`config.mk`:
```
export PLATFORM = sky130hd
export DESIGN_NAME = v2f_mem_lsu
export DESIGN_NICKNAME = d
export VERILOG_FILES = /design/src/rtl/v2f_lsu_pkg.sv /design/src/rtl/v2f_lsu_align.sv /design/src/rtl/v2f_mem_lsu.sv
export SDC_FILE = /design/constraint.sdc
export NUM_CORES = 1
export LEC_CHECK = 0
export CAP_MARGIN = 20
export CORE_MARGIN = 2
export CORE_UTILIZATION = 42
export CTS_CLUSTER_DIAMETER = 30
export DETAILED_ROUTE_END_ITERATION = 8
export PLACE_DENSITY = 0.82
export SLEW_MARGIN = 10
export SYNTH_ARGS = -nofsm -noshare
export SYNTH_HDL_FRONTEND = slang
export SYNTH_SLANG_ARGS = --single-unit
```
`constraint.sdc`:
```
create_clock -name CLK -period 2.01 [get_ports CLK]
set_clock_uncertainty 0.1 [all_clocks]
set_input_delay 0.3015 -clock CLK [delete_from_list [all_inputs] [get_ports CLK]]
set_output_delay 0.3015 -clock CLK [all_outputs]
set_load 0.05 [all_outputs]
```
`src/rtl/v2f_lsu_pkg.sv`:
```
// Shared types and lane helpers for the v2f load/store unit.
// Byte-select and load-extension functions live here so the FSM and aligner agree.
package v2f_lsu_pkg;

  localparam logic [1:0] SZ_B = 2'd0;
  localparam logic [1:0] SZ_H = 2'd1;
  localparam logic [1:0] SZ_W = 2'd2;

  typedef enum logic [2:0] {
    ST_IDLE,
    ST_RD_ISSUE,
    ST_RD_WAIT,
    ST_WR_ISSUE,
    ST_RESP
  } lsu_state_t;

  function automatic logic [3:0] byte_sel(input logic [1:0] size, input logic [1:0] off);
    logic [3:0] bs;
    case (size)
      SZ_B:    bs = 4'b0001 << off;
      SZ_H:    bs = off[1] ? 4'b1100 : 4'b0011;
      SZ_W:    bs = 4'b1111;
      default: bs = 4'b0000;
    endcase
    return bs;
  endfunction

  function automatic logic [31:0] extend(input logic [31:0] data, input logic [1:0] size,
                                         input logic [1:0] off, input logic uns);
    logic [7:0]  b;
    logic [15:0] h;
    logic [31:0] r;
    b = data[{off, 3'b000} +: 8];
    h = data[{off[1], 4'b0000} +: 16];
    case (size)
      SZ_B:    r = uns ? {24'd0, b} : {{24{b[7]}}, b};
      SZ_H:    r = uns ? {16'd0, h} : {{16{h[15]}}, h};
      default: r = data;
    endcase
    return r;
  endfunction

endpackage

```
`src/rtl/v2f_lsu_align.sv`:
```
// Combinational lane logic: byte selects, replicated store data, extended load data.
module v2f_lsu_align
  import v2f_lsu_pkg::*;
(
  input  logic [1:0]  size,
  input  logic [1:0]  off,
  input  logic        uns,
  input  logic [31:0] wdata,
  input  logic [31:0] rdata,
  output logic [3:0]  byte_select,
  output logic [31:0] wdata_rep,
  output logic [31:0] rdata_ext
);

  always_comb begin
    byte_select = byte_sel(size, off);
    rdata_ext   = extend(rdata, size, off, uns);
    case (size)
      SZ_B:    wdata_rep = {4{wdata[7:0]}};
      SZ_H:    wdata_rep = {2{wdata[15:0]}};
      default: wdata_rep = wdata;
    endcase
  end

endmodule

```
`src/rtl/v2f_mem_lsu.sv`:
```
// Load/store initiator between the core memory stage and the byte-selectable RAM.
// state       | meaning
// ST_IDLE     | ready for a request, decodes and error-checks on handshake
// ST_RD_ISSUE | RD_EN pulse to the RAM
// ST_RD_WAIT  | RAM read data valid, extend and register it
// ST_WR_ISSUE | WR_EN pulse with byte selects and replicated data
// ST_RESP     | response held until RESP_READY
module v2f_mem_lsu
  import v2f_lsu_pkg::*;
#(
  parameter int          SIZE      = 4,
  parameter int          ABITS     = 2,
  parameter logic [31:0] BASE_ADDR = 32'h0
) (
  input  logic             CLK,
  input  logic             ARST,
  input  logic             REQ_VALID,
  output logic             REQ_READY,
  input  logic             REQ_WE,
  input  logic [1:0]       REQ_SIZE,
  input  logic             REQ_UNSIGNED,
  input  logic [31:0]      REQ_ADDR,
  input  logic [31:0]      REQ_WDATA,
  output logic             RESP_VALID,
  input  logic             RESP_READY,
  output logic [31:0]      RESP_RDATA,
  output logic             RESP_ERR,
  output logic             RD_EN,
  output logic [ABITS-1:0] RD_ADDR,
  input  logic [31:0]      RD_DATA,
  output logic             WR_EN,
  output logic [ABITS-1:0] WR_ADDR,
  output logic [31:0]      WR_DATA,
  output logic [3:0]       BYTE_SELECT
);

  localparam logic [31:0] SIZE_W = 32'(SIZE);

  lsu_state_t       state, state_nxt;
  logic [1:0]       size_q;
  logic             uns_q;
  logic [1:0]       off_q;
  logic [ABITS-1:0] word_q;
  logic [31:0]      wdata_q;
  logic [31:0]      rdata_q;
  logic             err_q;

  logic [31:0]      off_in;
  logic [29:0]      word_in;
  logic             req_err;
  logic             handshake;
  logic [3:0]       bsel;
  logic [31:0]      wdata_rep;
  logic [31:0]      rdata_ext;

  assign off_in    = REQ_ADDR - BASE_ADDR;
  assign word_in   = off_in[31:2];
  assign handshake = (state == ST_IDLE) && REQ_VALID;

  always_comb begin
    req_err = 1'b0;
    if (REQ_SIZE == 2'd3)                            req_err = 1'b1;
    if (REQ_SIZE == SZ_H && off_in[0])               req_err = 1'b1;
    if (REQ_SIZE == SZ_W && off_in[1:0] != 2'b00)    req_err = 1'b1;
    if (REQ_ADDR < BASE_ADDR)                        req_err = 1'b1;
    if ({2'b00, word_in} >= SIZE_W)                  req_err = 1'b1;
  end

  v2f_lsu_align u_align (
    .size        (size_q),
    .off         (off_q),
    .uns         (uns_q),
    .wdata       (wdata_q),
    .rdata       (RD_DATA),
    .byte_select (bsel),
    .wdata_rep   (wdata_rep),
    .rdata_ext   (rdata_ext)
  );

  always_ff @(posedge CLK) begin
    if (ARST) state <= ST_IDLE;
    else      state <= state_nxt;
  end

  always_ff @(posedge CLK) begin
    if (ARST) begin
      size_q  <= '0;
      uns_q   <= 1'b0;
      off_q   <= '0;
      word_q  <= '0;
      wdata_q <= '0;
      rdata_q <= '0;
      err_q   <= 1'b0;
    end else begin
      if (handshake) begin
        size_q  <= REQ_SIZE;
        uns_q   <= REQ_UNSIGNED;
        off_q   <= off_in[1:0];
        word_q  <= word_in[ABITS-1:0];
        wdata_q <= REQ_WDATA;
        rdata_q <= '0;
        err_q   <= req_err;
      end
      if (state == ST_RD_WAIT) rdata_q <= rdata_ext;
      if (state == ST_RESP && RESP_READY) begin
        rdata_q <= '0;
        err_q   <= 1'b0;
      end
    end
  end

  always_comb begin
    state_nxt = state;
    case (state)
      ST_IDLE: begin
        if (REQ_VALID) begin
          if (req_err)     state_nxt = ST_RESP;
          else if (REQ_WE) state_nxt = ST_WR_ISSUE;
          else             state_nxt = ST_RD_ISSUE;
        end
      end
      ST_RD_ISSUE: state_nxt = ST_RD_WAIT;
      ST_RD_WAIT:  state_nxt = ST_RESP;
      ST_WR_ISSUE: state_nxt = ST_RESP;
      ST_RESP:     if (RESP_READY) state_nxt = ST_IDLE;
      default:     state_nxt = ST_IDLE;
    endcase
  end

  // RAM strobes are masked by ARST so a reset edge never commits a write.
  always_comb begin
    REQ_READY   = 1'b0;
    RESP_VALID  = 1'b0;
    RD_EN       = 1'b0;
    RD_ADDR     = '0;
    WR_EN       = 1'b0;
    WR_ADDR     = '0;
    WR_DATA     = '0;
    BYTE_SELECT = '0;
    case (state)
      ST_IDLE: REQ_READY = 1'b1;
      ST_RD_ISSUE: begin
        if (!ARST) begin
          RD_EN   = 1'b1;
          RD_ADDR = word_q;
        end
      end
      ST_WR_ISSUE: begin
        if (!ARST) begin
          WR_EN       = 1'b1;
          WR_ADDR     = word_q;
          WR_DATA     = wdata_rep;
          BYTE_SELECT = bsel;
        end
      end
      ST_RESP: RESP_VALID = 1'b1;
      default: ;
    endcase
  end

  assign RESP_RDATA = rdata_q;
  assign RESP_ERR   = err_q;

endmodule

```
# Yosys cells after proc, flatten, opt, wreduce, memory -nomap -nowiden
# Cells that the tools add are included.
[word_totals]
wordCells = 65
inputBits = 104
register_bits = 75
[op_classes]
eq_ne = 11
n_shift = 3
n_mux = 30
reduce_logical = 11
n_lt_le_gt_ge = 2
[op_table]
columns = ["cell", "count"]
rows = [
  ["$mux W32", 6],
  ["$pmux W32 S2", 2],
  ["$lt A32 B1 Y1 const B", 1],
  ["$shiftx A32 B6 Y16", 1],
  ["$shiftx A32 B6 Y8", 1],
  ["$ge A30 B3 Y1 const B", 1],
  ["$mux W4", 3],
  ["$pmux W3 S4", 1],
  ["$pmux W4 S3", 1],
  ["$mux W1", 10],
  ["$mux W3", 3],
  ["$mux W2", 4],
  ["$eq A2 B2 Y1 const B", 3],
  ["$eq A3 B2 Y1 const B", 2],
  ["$eq A2 B1 Y1 const B", 2],
  ["$logic_and A1 B1 Y1", 4],
  ["$ne A2 B2 Y1 const B", 2],
  ["$reduce_bool A2 Y1", 2],
  ["$reduce_or A2 Y1", 2],
  ["$shl A1 B2 Y4 const A", 1],
  ["$eq A3 B1 Y1 const B", 1],
  ["$eq A3 B3 Y1 const B", 1],
  ["$logic_not A3 Y1", 1],
  ["$logic_not A2 Y1", 1],
  ["$reduce_and A2 Y1", 1],
]

# Logic depth before layout (Yosys ltp)
# Gate-level depths: netlist of the first run.
[depth]
depth_word = 9
mapped_depth = 7
mapped_depth_nobuf = 5

# Modules after synthesis
# A second synthesis of the first run with hierarchy kept.
[hier_totals]
cells_unflattened = 583
hier_area_um2 = 4331.7
[modules_own_cells]
columns = ["module", "seq_area_each_um2", "area_per_inst_um2", "cells_each", "instances"]
rows = [
  ["v2f_mem_lsu", 1501.4, 3072.9, 392, 1],
  ["v2f_lsu_align", 0.0, 1258.7, 191, 1],
]

# Least setup slack after synthesis of the first run
# OpenSTA, ideal clock, no wires.
[synth_timing]
kind = "input to output"
startpoint = "input ARST"
endpoint = "output WR_ADDR[0]"
arrival_time_ns = 2.014
slack_ns = -0.406
cell_stages = 6
t_required_ns = 1.609
path_cell_list = "clkbuf_1 -> nor2_1 -> nand3_1 -> inv_1 -> clkbuf_1 -> and2_1"
[synth_between]
elab_chain_cells = 2
[synth_lines]
columns = ["item", "line_no", "rtl"]
rows = [
  ["start, declared", "v2f_mem_lsu.sv:16", "input logic ARST,"],
  ["$mux W2", "v2f_mem_lsu.sv:149", "if (!ARST) begin"],
  ["$mux W2", "v2f_mem_lsu.sv:140", "case (state)"],
  ["end, declared", "v2f_mem_lsu.sv:32", "output logic [ABITS-1:0] WR_ADDR,"],
]
# Every way passes these cells.

# Final worst setup path of the first run
[layout_timing]
startpoint = "register size_q[0]"
endpoint = "output WR_DATA[24]"
[layout_between]
elab_chain_cells = 4
word_cells_on_any_way = 5
[layout_lines]
columns = ["item", "line_no", "rtl"]
rows = [
  ["start, declared", "v2f_mem_lsu.sv:40", "logic [1:0] size_q;"],
  ["start signal, assigned", "v2f_mem_lsu.sv:87", "size_q <= '0;"],
  ["start signal, assigned", "v2f_mem_lsu.sv:96", "size_q <= REQ_SIZE;"],
  ["$eq A2 B1 Y1 or $logic_not A2 Y1 (tied branches)", "v2f_lsu_align.sv:18", "case (size)"],
  ["$pmux W32 S2 *", "v2f_lsu_align.sv:18", ""],
  ["$mux W32 *", "v2f_mem_lsu.sv:149", ""],
  ["$mux W32 *", "v2f_mem_lsu.sv:140", ""],
  ["end, declared", "v2f_mem_lsu.sv:33", "output logic [31:0] WR_DATA,"],
]
# Mark *: on every way between the ends. The rest lies on a longest branch, timed or not.

==> results of run 1 <==
-- worst max path at each step --
stage | endpoint | slack (ns) | cells after the start
global placement | RESP_RDATA[27]$_SDFFE_PP0P_ | -0.25 | 5
CTS | WR_DATA[4] | -0.008 | 6
global route | WR_DATA[24] | -0.14 | 6
floorplan | WR_DATA[10] | -0.23 | 5
finish | WR_DATA[24] | -0.11 | 6
detailed placement | RESP_RDATA[17]$_SDFFE_PP0P_ | -0.38 | 5
-- repair_timing --
| action | in CTS | in global routing |
|---|---|---|
| setup buffers | 1 | 4 |
| resized for setup | 33 | 62 |
| pin swaps | 2 | 8 |
| hold endpoints to repair | 0 | 0 |
| gates cloned | 1 | 1 |
| setup endpoints to repair | 58 | 58 |
-- logic make-up (layout without fill, tap and decap cells) --
family,after synthesis,count (layout),synth area share
and+or+nand+nor,202,202,0.2516
AOI/OAI and AO/OA,140,140,0.2358
DFF,75,75,0.3881
buffers and inverters,46,234,0.05369
muxes,27,27,0.07083
-- metrics by stage --
stage / hold WS, ns / area [sq um] / setup TNS (ns) / cells
6_report: 0.2921 / 7064 / -0.7669 / 789
2_1_floorplan: 0.3360 / 3949 / -4.007 / 490
3_5_place_dp: 0.3514 / 6350 / -11.75 / 767
3_3_place_gp: 0.3422 / 6350 / -7.670 / 767
5_1_grt: 0.2889 / 7064 / -2.001 / 789
4_1_cts: 0.2728 / 6753 / -0.02843 / 785
-- critical path, cell delays in order (launching register included) --
cell and delay, ns:
dfxtp_4 0.40, buf_12 0.16, mux2i_4 0.25, nor2_1 0.06, a21oi_1 0.23, nor2_2 0.09, buf_12 0.16
-- area by class of cell --
cell class | instances | area, sq um | share of cell area
Sequential cell | 75 | 1519 | 0.2150
Tap cell | 111 | 138.9 | 0.01966
Clock buffer | 10 | 137.6 | 0.01948
Inverter | 3 | 13.76 | 0.001948
Timing Repair Buffer | 215 | 2603 | 0.3684
Multi-Input combinational cell | 369 | 2541 | 0.3597
Clock inverter | 6 | 111.4 | 0.01576
-- cells in the final DEF, fill, tap and decap left out, types with 4 or more instances in the layout --
cell type and n:
a311oi_1 14, nand2_1 108, and2_2 4, buf_6 5, a22oi_1 8, mux2i_1 18, and2_4 8, a21oi_1 67
clkdlybuf4s50_1 132, a21oi_2 8, buf_12 48, nand2b_1 11, a221o_1 16, dfxtp_4 4, o22a_1 8, a21oi_4 8
dfxtp_1 69, clkbuf_8 10, nor2_1 10, nor4_1 8, nor2_2 10, nor4bb_1 7, buf_4 27, nor2_4 15
-- sequential cells by signal, summed over array words and instances (netlist names) --
signal / cells
RESP_ERR: 1
RESP_RDATA: 32
off_q: 2
size_q: 2
state: 3
uns_q: 1
wdata_q: 32
word_q: 2
-- layer usage --
metal,vias up,part of all wire,global-route usage
met1,2236,0.37,0.3493
met2,348,0.48,0.5036
met5,-,0,0
met4,0,0.048,0.1538
met3,74,0.11,0.08983
li1,2101,-,-
-- where the power goes --
part	internal (uW)	leakage, uW	switching [uW]	total (uW)
Sequential	1530	0.000614	70.8	1600
Clock	862	0.000123	609	1470
Combinational	386	0.00177	403	789
Total	2780	0.00250	1080	3860
==> flow_metrics.env, run 1 <==
export IMPL_clock_latency_ns=0.35
export IMPL_leakage_uw=0.002504
export IMPL_crit_path_end_kind="output pin"
export IMPL_rrSetupSlack_ns=-0.03
export IMPL_yosysMostFrequentCell="nand2_1"
export IMPL_rsz0062_at_grt="true"
export IMPL_final_nets=777
export IMPL_nFillCells=548
export IMPL_rows=35
export IMPL_grtUsageTotal=0.3009
export IMPL_die_y_microns=99.98
export IMPL_clkTransAtPathRegs_ns=0.08
export IMPL_syn_area_sq_um=3869
export IMPL_root_buffer="clkbuf_8"
export IMPL_min_to="word_q[0]$_SDFFE_PP0P_"
export IMPL_reg2reg_depth=5
export IMPL_critPathLaunch="size_q[0]$_SDFFE_PP0P_"
export IMPL_post_route_worst_setup_slack_ns=-0.1075
export IMPL_dieArea_sq_um=9995
export IMPL_dr_total_vias=4759
export IMPL_grt_pass1_vias=4655
export IMPL_final_hold_viol_count=0
export IMPL_first_pass_iters=5
export IMPL_gp_congestion=0.8934
export IMPL_netlist_instances=490
export IMPL_grt_max_degree=41
export IMPL_async_reset_ff_frac=0
export IMPL_clock_fmax_ghz=0.4723
export IMPL_crit_arrival_ns=1.72
export IMPL_synth_area_leader_cell="dfxtp_1"
export IMPL_fin_crit_sh=1.053
export IMPL_drt_wl_total_microns=17090
export IMPL_min_period_ns=2.117
export IMPL_cts_tree="done"
export IMPL_core_sq_um=9065
export IMPL_synth_warnings=0
export IMPL_power_uw=3864
export IMPL_syn_to_final_growth_pct=82.60
export IMPL_cap_violations=0
export IMPL_die_w_microns=99.98
export IMPL_wl_per_cell_microns=21.67
export IMPL_antenna_found_initial=0
export IMPL_finalSetupViolations=32
export IMPL_avgSynthCellArea_sq_um=7.895
export IMPL_hold_class="in -> reg"
export IMPL_required_ns=1.61
export IMPL_p_per_area_nw_per_um2=547.0
export IMPL_pre_cts_slack_ns=-0.3808
export IMPL_cts_buffer_depth=2
export IMPL_synth_edff_count=0
export IMPL_violations="setup timing"
export IMPL_cts_num_sinks=75
export IMPL_start_util=0.4268
export IMPL_final_antenna_net_count=0
export IMPL_n_antenna_cell=0
export IMPL_synth_area_leaders="dfxtp_1 (39%), nand2_1 (11%), a21oi_1 (11%)"
export IMPL_io_pins=181
export IMPL_hold_buffers=0
export IMPL_synth_seq_cells=75
export IMPL_maxSlewViolCount=0
export IMPL_rr_endpoint="RESP_RDATA[28]$_SDFFE_PP0P_"
export IMPL_synth_common_cells="nand2_1 (112), a21oi_1 (83), dfxtp_1 (75)"
export IMPL_synth_top_area_frac=0.3881
export IMPL_grt_ovfl_total=0
export IMPL_hold_depth=2
export IMPL_r2r_start="off_q[1]$_SDFFE_PP0P_"
export IMPL_dp_hpwl_microns=10650
export IMPL_status="complete, but fails checks"
export IMPL_vias_per_cell=6.032
export IMPL_critical_path_class="reg -> out"
export IMPL_cts_inserted_buffers=9
export IMPL_ir_worst_vdd_mv=0.3685
export IMPL_grt_pass1_wl_microns=23580
export IMPL_hold_start="ARST"
export IMPL_slew_headroom=0.6182
export IMPL_remaining_drc_errors=0
export IMPL_cts_htree_levels=3
export IMPL_drt_iter0_drc=348
export IMPL_ys_seq_area_frac=0.3881
export IMPL_synth_distinct_cells=41
export IMPL_cp_max_fo=8
export IMPL_ys_flop_type="dfxtp_1"
export IMPL_worst_slew_pin_transition_ns=0.5727
export IMPL_port_buffers=180
export IMPL_layout_drive_gt1_share=0.2684
export IMPL_synth_fp_nets=594
export IMPL_post_route_util=0.7793
export IMPL_startpoint_type="flop"
No activity file was read; power rests on OpenSTA's default activity.
==> run 2, diff against run 1 <==
Settings changed: ABC_AREA set to 1, CORE_UTILIZATION 42 to 48, PLACE_DENSITY 0.82 to 0.87, SYNTH_HIERARCHICAL set to 1.
Clock period 2.01 ns to 2.5 ns, I/O delays scaled along.
==> flow_metrics.env, run 2 <==
export IMPL_root_buffer="clkbuf_8"
export IMPL_final_hold_viol_count=0
export IMPL_status="complete, no violations"
export IMPL_wl_per_cell_microns=14.51
export IMPL_hold_buffers=0
export IMPL_rows=35
export IMPL_remaining_drc_errors=0
export IMPL_port_buffers=180
export IMPL_clock_latency_ns=0.35
export IMPL_synth_warnings=6
export IMPL_n_antenna_cell=0
export IMPL_yosysMostFrequentCell="nand2_1"
export IMPL_worst_slew_pin_transition_ns=0.5561
export IMPL_synth_area_leader_cell="dfxtp_1"
export IMPL_crit_arrival_ns=1.88
export IMPL_cts_buffer_depth=2
export IMPL_dp_hpwl_microns=11130
export IMPL_ys_flop_type="dfxtp_1"
export IMPL_cts_inserted_buffers=9
export IMPL_core_sq_um=9328
export IMPL_final_cells=1059
export IMPL_drt_wl_total_microns=15360
export IMPL_cts_tree="done"
export IMPL_vias_per_cell=5.336
export IMPL_layout_common_cells="nand2_1 (205), nor2_1 (136), clkdlybuf4s50_1 (136)"
export IMPL_cp_max_fo=15
export IMPL_cts_setup_buffers=0
export IMPL_rsz0062_at_grt="false"
export IMPL_synth_edff_count=0
export IMPL_grt_max_degree=42
export IMPL_syn_to_final_growth_pct=49.61
export IMPL_crit_top_cell="nand2_1"
export IMPL_worst_path_max_delay_cell="dfxtp_2"
export IMPL_startpoint_type="flop"
export IMPL_finalSetupTns_ns=0
export IMPL_async_reset_ff_frac=0
export IMPL_synth_area_leaders="dfxtp_1 (32%), nand2_1 (16%), nor2_1 (11%)"
export IMPL_grtUsageTotal=0.2924
export IMPL_final_nets=1030
export IMPL_dp_cells=1040
export IMPL_gp_congestion=0.9726
export IMPL_finalSetupViolations=0
export IMPL_first_pass_iters=5
export IMPL_maxSlewViolCount=0
export IMPL_slew_headroom=0.6282
export IMPL_cts_num_sinks=75
export IMPL_dieArea_sq_um=10520
export IMPL_hold_class="reg -> reg"
export IMPL_layout_drive_gt1_share=0.1075
export IMPL_leakage_uw=0.002915
export IMPL_required_ns=2.03
export IMPL_path_cells="nor2_2, buf_4, inv_2, nand2_1, nand2_1, inv_1, nor2_1, buf_12"
export IMPL_clock_fmax_ghz=0.4244
export IMPL_antenna_found_initial=0
export IMPL_wl_met1_microns=6188
export IMPL_clkTransAtPathRegs_ns=0.07
export IMPL_synth_distinct_cells=28
export IMPL_ir_worst_vdd_mv=0.2660
export IMPL_critical_path_class="reg -> out"
export IMPL_slowest_delay_ns=0.58
export IMPL_syn_area_sq_um=4666
export IMPL_cap_violations=0
export IMPL_cts_resized_gates=0
export IMPL_grt_ovfl_total=0
export IMPL_synth_common_cells="nand2_1 (205), nor2_1 (136), nand3_1 (82)"
export IMPL_grt_pass1_vias=5311
export IMPL_fin_crit_sh=0.9424
export IMPL_synth_seq_cells=75
export IMPL_p_per_area_nw_per_um2=411.1
export IMPL_grt_pass1_wl_microns=24700
export IMPL_wl_met3_microns=1539
export IMPL_die_y_microns=102.6
export IMPL_start_util=0.5002
export IMPL_final_common_cell="nand2_1"
export IMPL_avgSynthCellArea_sq_um=6.005
export IMPL_cts_htree_levels=3
export IMPL_synth_fp_nets=881
export IMPL_netlist_instances=777
export IMPL_synth_top_area_frac=0.3218
export IMPL_wl_met2_microns=7115
export IMPL_drt_iter0_drc=284
export IMPL_min_period_ns=2.356
export IMPL_crit_path_end_kind="output pin"
export IMPL_dr_total_vias=5651
export IMPL_ys_seq_area_frac=0.3218
export IMPL_final_antenna_net_count=0
export IMPL_die_w_microns=102.6
export IMPL_highest_layer="met4"
export IMPL_io_pins=181
[run 2: cell types whose count changed after synthesis, sizes merged, moves of 14 or more]
cell	change
inv	+67
a21oi	-45
a221o	-16
mux2i	-24
nand3	+82
buf	+19
nor2	+106
nand2	+95
and2	-14
o21ai	+56
a311oi	-14
nand4	+31
[run 2: path summary, 6_finish.rpt]
path	start	endpoint	slack [ns]	cells past startpoint
worst max register to register	off_q[0]$_SDFFE_PP0P_	RESP_RDATA[12]$_SDFFE_PP0P_	0.48	9
worst min-delay path	RESP_RDATA[11]$_SDFFE_PP0P_	RESP_RDATA[11]$_SDFFE_PP0P_	0.38	2
worst min register to register	RESP_RDATA[11]$_SDFFE_PP0P_	RESP_RDATA[11]$_SDFFE_PP0P_	0.38	2
worst max-delay path	size_q[1]$_SDFFE_PP0P_	WR_DATA[12]	0.14	8
[run 2: layout make-up]
class,instances,area [sq um]
clock buffer,11,131.4
clock inverter,4,28.78
fill,741,2347
inverter,69,259.0
multi-input combinational,570,2535
sequential,75,1503
tap,129,161.4
timing repair buffer,201,2362
[run 2: routing by layer]
layer	track usage	up-vias
li1	-	2774
met1	0.3642	2543
met2	0.4816	287
met3	0.07729	47
met4	0.1179	0
met5	0	-
[run 2: worst max-delay path: cells and delay by family (launching register included)]
kind,cells,cell delay (ns)
flops,1,0.58
buf+inv,4,0.54
simple gates,4,0.40
[run 2: cells by family after synthesis]
kind of cell    synth area share
simple gates              0.4304
flops                     0.3218
compound gates            0.1129
buf+inv                   0.1349
[run 2: power breakdown]
group | total (uW) | switching (uW) | internal (uW)
combinational | 756 | 436 | 320
clock | 812 | 456 | 356
sequential | 1300 | 49.8 | 1250
[run 2: metrics by stage]
stage	power (uW)	setup WS [ns]	hold WS (ns)	instance area (sq um)	util
floorplan	1790	0.3193	0.3441	4666	-
global placement	2046	0.3384	0.3683	6790	0.7280
detailed placement	2060	0.2824	0.3740	6790	0.7280
CTS	2861	0.05624	0.3836	6950	0.7451
global route	3017	0.02957	0.3952	6980	0.7484
finish	2870	0.1439	0.3804	6980	0.7484
